--- config.mk ---
export PLATFORM = sky130hd
export DESIGN_NAME = ysyx_22041071_mem_stage
export DESIGN_NICKNAME = d
export VERILOG_FILES = /design/src/rtl/ysyx_22041071_mem_stage.sv
export SDC_FILE = /design/constraint.sdc
export NUM_CORES = 1
export LEC_CHECK = 0
export CAP_MARGIN = 20
export CORE_AREA = 10 10 229 231
export CTS_CLUSTER_SIZE = 10
export DETAILED_ROUTE_END_ITERATION = 8
export DIE_AREA = 0 0 239 241
export PLACE_DENSITY = 0.6
export SETUP_SLACK_MARGIN = 0.4
export SLEW_MARGIN = 20
export SYNTH_ARGS = -nofsm -noshare
export SYNTH_HDL_FRONTEND = slang
export SYNTH_SLANG_ARGS = --single-unit
--- constraint.sdc ---
create_clock -name clk -period 3.09 [get_ports clk]
set_clock_uncertainty 0.1 [all_clocks]
set_input_delay 0.618 -clock clk [delete_from_list [all_inputs] [get_ports clk]]
set_output_delay 0.618 -clock clk [all_outputs]
set_load 0.03 [all_outputs]
--- src/rtl/ysyx_22041071_mem_stage.sv ---
// Memory-access pipeline stage: takes one instruction from execute, issues loads/stores
// to data memory, and hands PC/instruction/write-back data to the write-back stage.
module ysyx_22041071_mem_stage #(
    parameter int unsigned DATA_W = 64,
    parameter int unsigned ADDR_W = 64,
    parameter int unsigned INS_W  = 32
) (
    input  logic              clk,
    input  logic              reset,
    input  logic              valid5,
    output logic              ready5,
    input  logic [ADDR_W-1:0] PC5,
    input  logic [INS_W-1:0]  Ins4,
    input  logic              reg_w_en3,
    input  logic [4:0]        rdest3_in,
    input  logic [DATA_W-1:0] alu_res,
    input  logic [DATA_W-1:0] store_data,
    input  logic              mem_rd,
    input  logic              mem_wr,
    input  logic [2:0]        mem_op,
    output logic              mem_req_valid,
    input  logic              mem_req_ready,
    output logic [ADDR_W-1:0] mem_req_addr,
    output logic              mem_req_wen,
    output logic [DATA_W-1:0] mem_req_wdata,
    output logic [7:0]        mem_req_wmask,
    input  logic              mem_resp_valid,
    input  logic [DATA_W-1:0] mem_resp_rdata,
    output logic              valid6,
    input  logic              ready6,
    output logic [ADDR_W-1:0] PC6,
    output logic [INS_W-1:0]  Ins5,
    output logic              reg_w_en4,
    output logic [4:0]        rdest3,
    output logic [DATA_W-1:0] WB_data1
);

    typedef enum logic [1:0] {StIdle, StReq, StWait, StOut} state_e;

    state_e              state_q, state_d;
    logic [ADDR_W-1:0]   pc_q, pc_d;
    logic [INS_W-1:0]    ins_q, ins_d;
    logic                wen_q, wen_d;
    logic [4:0]          rd_q, rd_d;
    logic [DATA_W-1:0]   wb_q, wb_d;
    logic [2:0]          op_q, op_d;
    logic [ADDR_W-1:0]   req_addr_q, req_addr_d;
    logic                req_wen_q, req_wen_d;
    logic [DATA_W-1:0]   req_wdata_q, req_wdata_d;
    logic [7:0]          req_wmask_q, req_wmask_d;

    logic                accept;
    logic [2:0]          off_in;
    logic [7:0]          st_base;
    logic [7:0]          st_mask;
    logic [DATA_W-1:0]   st_data;
    logic [DATA_W-1:0]   ld_raw;
    logic [DATA_W-1:0]   ld_ext;

    // Store lane placement; bytes shifted past the 8-byte word are simply lost.
    always_comb begin
        off_in = alu_res[2:0];
        st_base = 8'hFF;
        unique case (mem_op[1:0])
            2'b00: st_base = 8'h01;
            2'b01: st_base = 8'h03;
            2'b10: st_base = 8'h0F;
            2'b11: st_base = 8'hFF;
        endcase
        st_mask = st_base << off_in;
        st_data = store_data << {off_in, 3'b000};
    end

    // Load extraction; wb_q still holds the captured address while waiting.
    always_comb begin
        ld_raw = mem_resp_rdata >> {wb_q[2:0], 3'b000};
        unique case (op_q)
            3'b000:  ld_ext = {{(DATA_W-8){ld_raw[7]}}, ld_raw[7:0]};
            3'b100:  ld_ext = {{(DATA_W-8){1'b0}}, ld_raw[7:0]};
            3'b001:  ld_ext = {{(DATA_W-16){ld_raw[15]}}, ld_raw[15:0]};
            3'b101:  ld_ext = {{(DATA_W-16){1'b0}}, ld_raw[15:0]};
            3'b010:  ld_ext = {{(DATA_W-32){ld_raw[31]}}, ld_raw[31:0]};
            3'b110:  ld_ext = {{(DATA_W-32){1'b0}}, ld_raw[31:0]};
            default: ld_ext = ld_raw;
        endcase
    end

    always_comb begin
        ready5        = (state_q == StIdle) || ((state_q == StOut) && ready6);
        valid6        = (state_q == StOut);
        mem_req_valid = (state_q == StReq);
        accept        = valid5 && ready5;

        state_d     = state_q;
        pc_d        = pc_q;
        ins_d       = ins_q;
        wen_d       = wen_q;
        rd_d        = rd_q;
        wb_d        = wb_q;
        op_d        = op_q;
        req_addr_d  = req_addr_q;
        req_wen_d   = req_wen_q;
        req_wdata_d = req_wdata_q;
        req_wmask_d = req_wmask_q;

        unique case (state_q)
            StIdle: ;
            StReq: begin
                if (mem_req_ready) state_d = req_wen_q ? StOut : StWait;
            end
            StWait: begin
                if (mem_resp_valid) begin
                    wb_d    = ld_ext;
                    state_d = StOut;
                end
            end
            StOut: begin
                if (ready6) state_d = StIdle;
            end
        endcase

        if (accept) begin
            pc_d  = PC5;
            ins_d = Ins4;
            wen_d = reg_w_en3;
            rd_d  = rdest3_in;
            wb_d  = alu_res;
            op_d  = mem_op;
            if (mem_rd || mem_wr) begin
                state_d     = StReq;
                req_addr_d  = {alu_res[ADDR_W-1:3], 3'b000};
                req_wen_d   = !mem_rd;
                req_wdata_d = mem_rd ? '0 : st_data;
                req_wmask_d = mem_rd ? 8'h00 : st_mask;
            end else begin
                state_d = StOut;
            end
        end
    end

    always_ff @(posedge clk or negedge reset) begin
        if (!reset) begin
            state_q     <= StIdle;
            pc_q        <= '0;
            ins_q       <= '0;
            wen_q       <= 1'b0;
            rd_q        <= '0;
            wb_q        <= '0;
            op_q        <= '0;
            req_addr_q  <= '0;
            req_wen_q   <= 1'b0;
            req_wdata_q <= '0;
            req_wmask_q <= '0;
        end else begin
            state_q     <= state_d;
            pc_q        <= pc_d;
            ins_q       <= ins_d;
            wen_q       <= wen_d;
            rd_q        <= rd_d;
            wb_q        <= wb_d;
            op_q        <= op_d;
            req_addr_q  <= req_addr_d;
            req_wen_q   <= req_wen_d;
            req_wdata_q <= req_wdata_d;
            req_wmask_q <= req_wmask_d;
        end
    end

    assign PC6           = pc_q;
    assign Ins5          = ins_q;
    assign reg_w_en4     = wen_q;
    assign rdest3        = rd_q;
    assign WB_data1      = wb_q;
    assign mem_req_addr  = req_addr_q;
    assign mem_req_wen   = req_wen_q;
    assign mem_req_wdata = req_wdata_q;
    assign mem_req_wmask = req_wmask_q;

endmodule

Yosys cells after proc, flatten, opt, wreduce, memory -nomap -nowiden
Cells that the tools add are included.
W data, S select, Z words.
{ "word_totals": {"regBits": 305, "output_inout_bits": 306} }
{ "classes": {"mux": 14, "n_eq_ne": 14, "n_reduce_logical": 14, "shift": 3} }
{ "ops": {"columns": ["cell", "count"], "rows": [
  ["$pmux W64 S6", 1],
  ["$mux W64", 4],
  ["$shl A64 B6 Y64", 1],
  ["$shr A64 B6 Y64", 1],
  ["$pmux W8 S4", 1],
  ["$mux W2", 5],
  ["$eq A3 B3 Y1 const B", 3],
  ["$eq A2 B2 Y1 const B", 4],
  ["$mux W8", 1],
  ["$shl A8 B3 Y8", 1],
  ["$ne A3 B1 Y1 const B", 2],
  ["$pmux W2 S3", 1],
  ["$eq A2 B1 Y1 const B", 2],
  ["$logic_not A2 Y1", 2],
  ["$reduce_and A2 Y1", 2],
  ["$reduce_and A4 Y1", 1],
  ["$reduce_bool A2 Y1", 2],
  ["$reduce_bool A4 Y1", 1],
  ["$eq A3 B1 Y1 const B", 1],
  ["$eq A3 B2 Y1 const B", 1],
  ["$logic_not A3 Y1", 1],
  ["$ne A3 B3 Y1 const B", 1],
  ["$logic_and A1 B1 Y1", 2],
  ["$logic_or A1 B1 Y1", 2],
  ["2 further kinds", 2]
]} }

Logic depth before layout (Yosys ltp)
{ "depth": {"depth_word": 6, "mapped_depth": 11} }

Worst setup path after synthesis
OpenSTA, ideal clock, no wires.
{ "synth_timing": {"path_type": "reg-to-reg", "start": "register wb_q[2] (netlist: WB_data1[2])", "end": "register wb_q[22] (netlist: WB_data1[22])", "stages_incl_launch_ff": 10, "synth_period_minus_slack_ns": 2.346, "required_ns": 2.910, "arrival_time_ns": 2.166, "n_path_buf": 4, "path_slack_ns": 0.744, "path_cell_list": "dfrtp_1 -> buf_4 -> nand2b_1 -> buf_2 -> o22ai_1 -> or4_1 -> nor2b_1 -> buf_6 -> buf_6 -> a31oi_4"} }
{ "synth_between": {"elab_chain_cells": 5} }
{ "synth_lines": {"columns": ["item", "line_no", "source"], "rows": [
  ["start, declared", "45", "logic [DATA_W-1:0] wb_q, wb_d;"],
  ["start signal, assigned", "160", "wb_q <= wb_d;"],
  ["$shr A64 B6 Y64", "76", "ld_raw = mem_resp_rdata >> {wb_q[2:0], 3'b000};"],
  ["$pmux W64 S6", "77", "unique case (op_q)"],
  ["$mux W64", "112", "if (mem_resp_valid) begin"],
  ["$mux W64", "106", "unique case (state_q)"],
  ["$mux W64", "122", "if (accept) begin"]
]} }
Every way passes these cells. The select of a mux whose other input is x is not followed.
A chain may end at the register's enable or synchronous reset.

Worst setup path in the final report
{ "layout_timing": {"start": "register wb_q[2] (netlist: WB_data1[2])", "end": "output WB_data1[2]"} }
{ "layout_rtl": {"columns": ["item", "line_no", "source"], "rows": [
  ["end, declared", "35", "output logic [DATA_W-1:0] WB_data1"]
]} }
No word-level cell between the ends.

==> results.md <==
- Count leader, synth: nand2_1
- Number of DRC markers in iteration 0: 1111
- Worst-path clk slew: 0.05 ns
- Top Ports: 611
- Synth unique cells: 58
- GPL Wtd Cong: 0.967
- Ys async rst share: 100%
- Crit path max fanout: 32
- Final ANT Viol Nets: 0
- Core Area: 47500 um^2
- Clock Latency Late Sink: 0.55 ns
- Number of iterations in the first detailed-routing pass: 5
- Post-Route WL: 70500 um
- Crit. Startpoint: WB_data1[2]
- Sequential fraction of the synthesis area: 49.4%
- CP max stage cell: dfrtp_4
- Fin nets: 2427
- All-layer global routing usage: 23.7%
- Max Buffers Root-to-Sink: 3
- Required time of the worst setup path: 2.37 ns
- Finished Cell Area: 23600 um^2
- Final setup TNS: 0 ns
- Most frequent cells after synthesis: 452 x nand2_1, 305 x dfrtp_1, 114 x mux2_2, 92 x mux2i_1, 84 x o22ai_1
- Vias in the first global route: 14958
- Worst Min Path Start: Ins5[25]
- Setup Viol. Count Final: 0
- Critical path class: reg -> out
- Global-route wire length before repair: 103000 um
- Detailed placer's ending HPWL: 54200 um
- Crit path cell chain: buf_12, dlygate4sd2_1
- Power share of the combinational group: 57.0%
- WL per Instance: 25.6 um
- Final Hold Vio Count: 0
- Switch share: 45.0%
- Final Util: 49.7%
- CTS tree: built
- Area growth syn-to-layout: 53.0%
- Status: finished clean
- Clk pwr share: 16.8%
- Ys flop type: dfrtp_1
- Final min period: 2.62 ns
- Worst slack, placed: 0.119 ns
- Row Count: 80
- Placed cell areas: 22400 um^2
- Initial core utilization: 32.5%
- Slew margin rel.: 46.5%
- Internal power: 0.0149 W
- CP Buf/Inv Count: 2
- Clock sink count: 305
- Final WS setup: 0.466 ns
- PortBufs: 607
- GRT overflow: 0
- Final clock period utilization by the worst path: 84.9%
- Switching power total: 0.0122 W
- Num CTS Buffers: 40
- Post-synth EDFFs: 0
- H-tree depth: 2
- Final Max Tran Viols: 0
- Setup Fix Bufs, Post-CTS: 0
- Die ar.: 57600 um^2
- Worst setup EP type: primary output
- Hold slack: 0.370 ns
- Vias per cell: 5.15
- Critical path arrival: 1.91 ns
- Total leakage power: 10.1 nW
- Largest net degree at the start of global routing: 104
- Post-route DRC violation count: 0
- Yosys warnings: 0
- Achievable Freq: 381 MHz
- Crit-path leading delay family: buffers and inverters
- Antenna violations before repair: 3
- Post-Syn Instances: 1534
- Reg power frac: 26.2%
- MaxCap Viol Count: 0
- Vias after detailed routing: 14198
- Worst Tran Pin Value: 0.799 ns
- Die H: 241 um
- RR Startpoint: WB_data1[2]
- Layout cells sized above 1: 13.9%
- Top post-synthesis cells by area: dfrtp_1 49%, nand2_1 11%, mux2_2 8.3%
- Root buf cell: clkbuf_16
- Post-synth top area cell: dfrtp_1
- Type of origin of the critical path: flop
- RSZ-0062 raised after global routing: false
- Syn_area_per_cell: 10.1 um^2
- Slowest Stage Delay on Critical Path: 0.61 ns
- Number of synthesized register bits: 305
- Post-Syn Area: 15400 um^2
- PwrDens: 1140 nW/um^2
- Post-synth top area share: 49.4%
- Peak VDD IR: 0.558 mV
- Min-delay worst type: reg -> reg
- Chip Width: 239 um
[layout make-up]
class | count | area [um^2]
Clock inverter | 8 | 120
Fill cell | 4416 | 23900
Clock buffer | 50 | 1110
Inverter | 5 | 18.8
Tap cell | 615 | 769
Timing Repair Buffer | 666 | 6710
Antenna cell | 2 | 5.00
Multi-Input combinational cell | 1104 | 7260
Sequential cell | 305 | 7640
[routing by layer]
layer / wire length [um] / track usage, %
met5: 26 / 0
met2: 34800 / 40.2
met1: 28000 / 28.7
met4: 1600 / 5.85
met3: 6070 / 7.31
[power groups by stage]
stage | clock [W] | sequential (W) | combinational [W]
after floorplan | 0 | 0.0104 | 0.00558
after global placement | 0 | 0.00705 | 0.0154
after detailed placement | 0 | 0.00709 | 0.0155
after CTS | 0.00464 | 0.00708 | 0.0155
after global routing | 0.00480 | 0.00732 | 0.0163
final | 0.00454 | 0.00709 | 0.0154
[kinds of logic after synthesis]
group / synth area share (%)
AOI/OAI and AO/OA: 17.0
buffers and inverters: 3.99
DFF: 49.4
muxes: 15.3
other: 0.0243
and+or+nand+nor: 14.3
[cell usage in the layout, fill, tap and decap left out, drive strengths merged, types with 3 or more instances in the layout]
cell type        n
clkdlybuf4s50  601
nand2          452
dfrtp          305
mux2           116
mux2i           92
o22ai           84
o21ai           80
buf             61
a21oi           57
nor2            50
clkbuf          50
a22o            33
o211ai          16
a31oi           16
nor2b           12
nor3            10
nand2b           9
o22a             8
a22oi            8
a211oi           7
o31a             7
a311oi           7
mux4             6
or2              5
inv              4
o21a             4
clkinv           4
conb             3
bufinv           3
[timing repair]
| action | 4_1_cts | 5_1_grt |
|---|---|---|
| endpoints found under the setup margin | 4 | 22 |
| hold buffers | 1 | 0 |
| resized for setup | 6 | 3 |
| hold endpoints to repair | 48 | 0 |
[worst paths after layout]
kind	to	cells past startpoint	slack, ns
worst min register to register	Ins5[25]	2	0.37
worst min-delay path	Ins5[25]	2	0.37
worst max register to register	WB_data1[62]	6	0.50
worst max-delay path	WB_data1[2]	2	0.47
max in group asynchronous	mem_req_wdata[46]	3	1.57
min in group asynchronous	WB_data1[31]	2	0.51
[worst reg2reg max path, stage by stage (launching register included)]
cell	delay [ns]
dfrtp_4	0.61
or2_2	0.46
o22ai_2	0.37
o31ai_4	0.12
and4b_4	0.44
buf_12	0.26
a21oi_1	0.11
[flip-flops by register name, summed over array words and instances, names as in the netlist, 3 cells and up]
name	cells
Ins5	32
PC6	64
WB_data1	64
mem_req_addr	61
mem_req_wdata	64
mem_req_wmask	8
op_q	3
rdest3	5
[metrics by stage]
stage	power [W]	std cells
floorplan	0.0159	1536
global placement	0.0224	2694
detailed placement	0.0226	2694
CTS	0.0273	2753
global route	0.0284	2753
finish	0.0270	2755
Note: power is estimated with default switching activity, not from simulation.
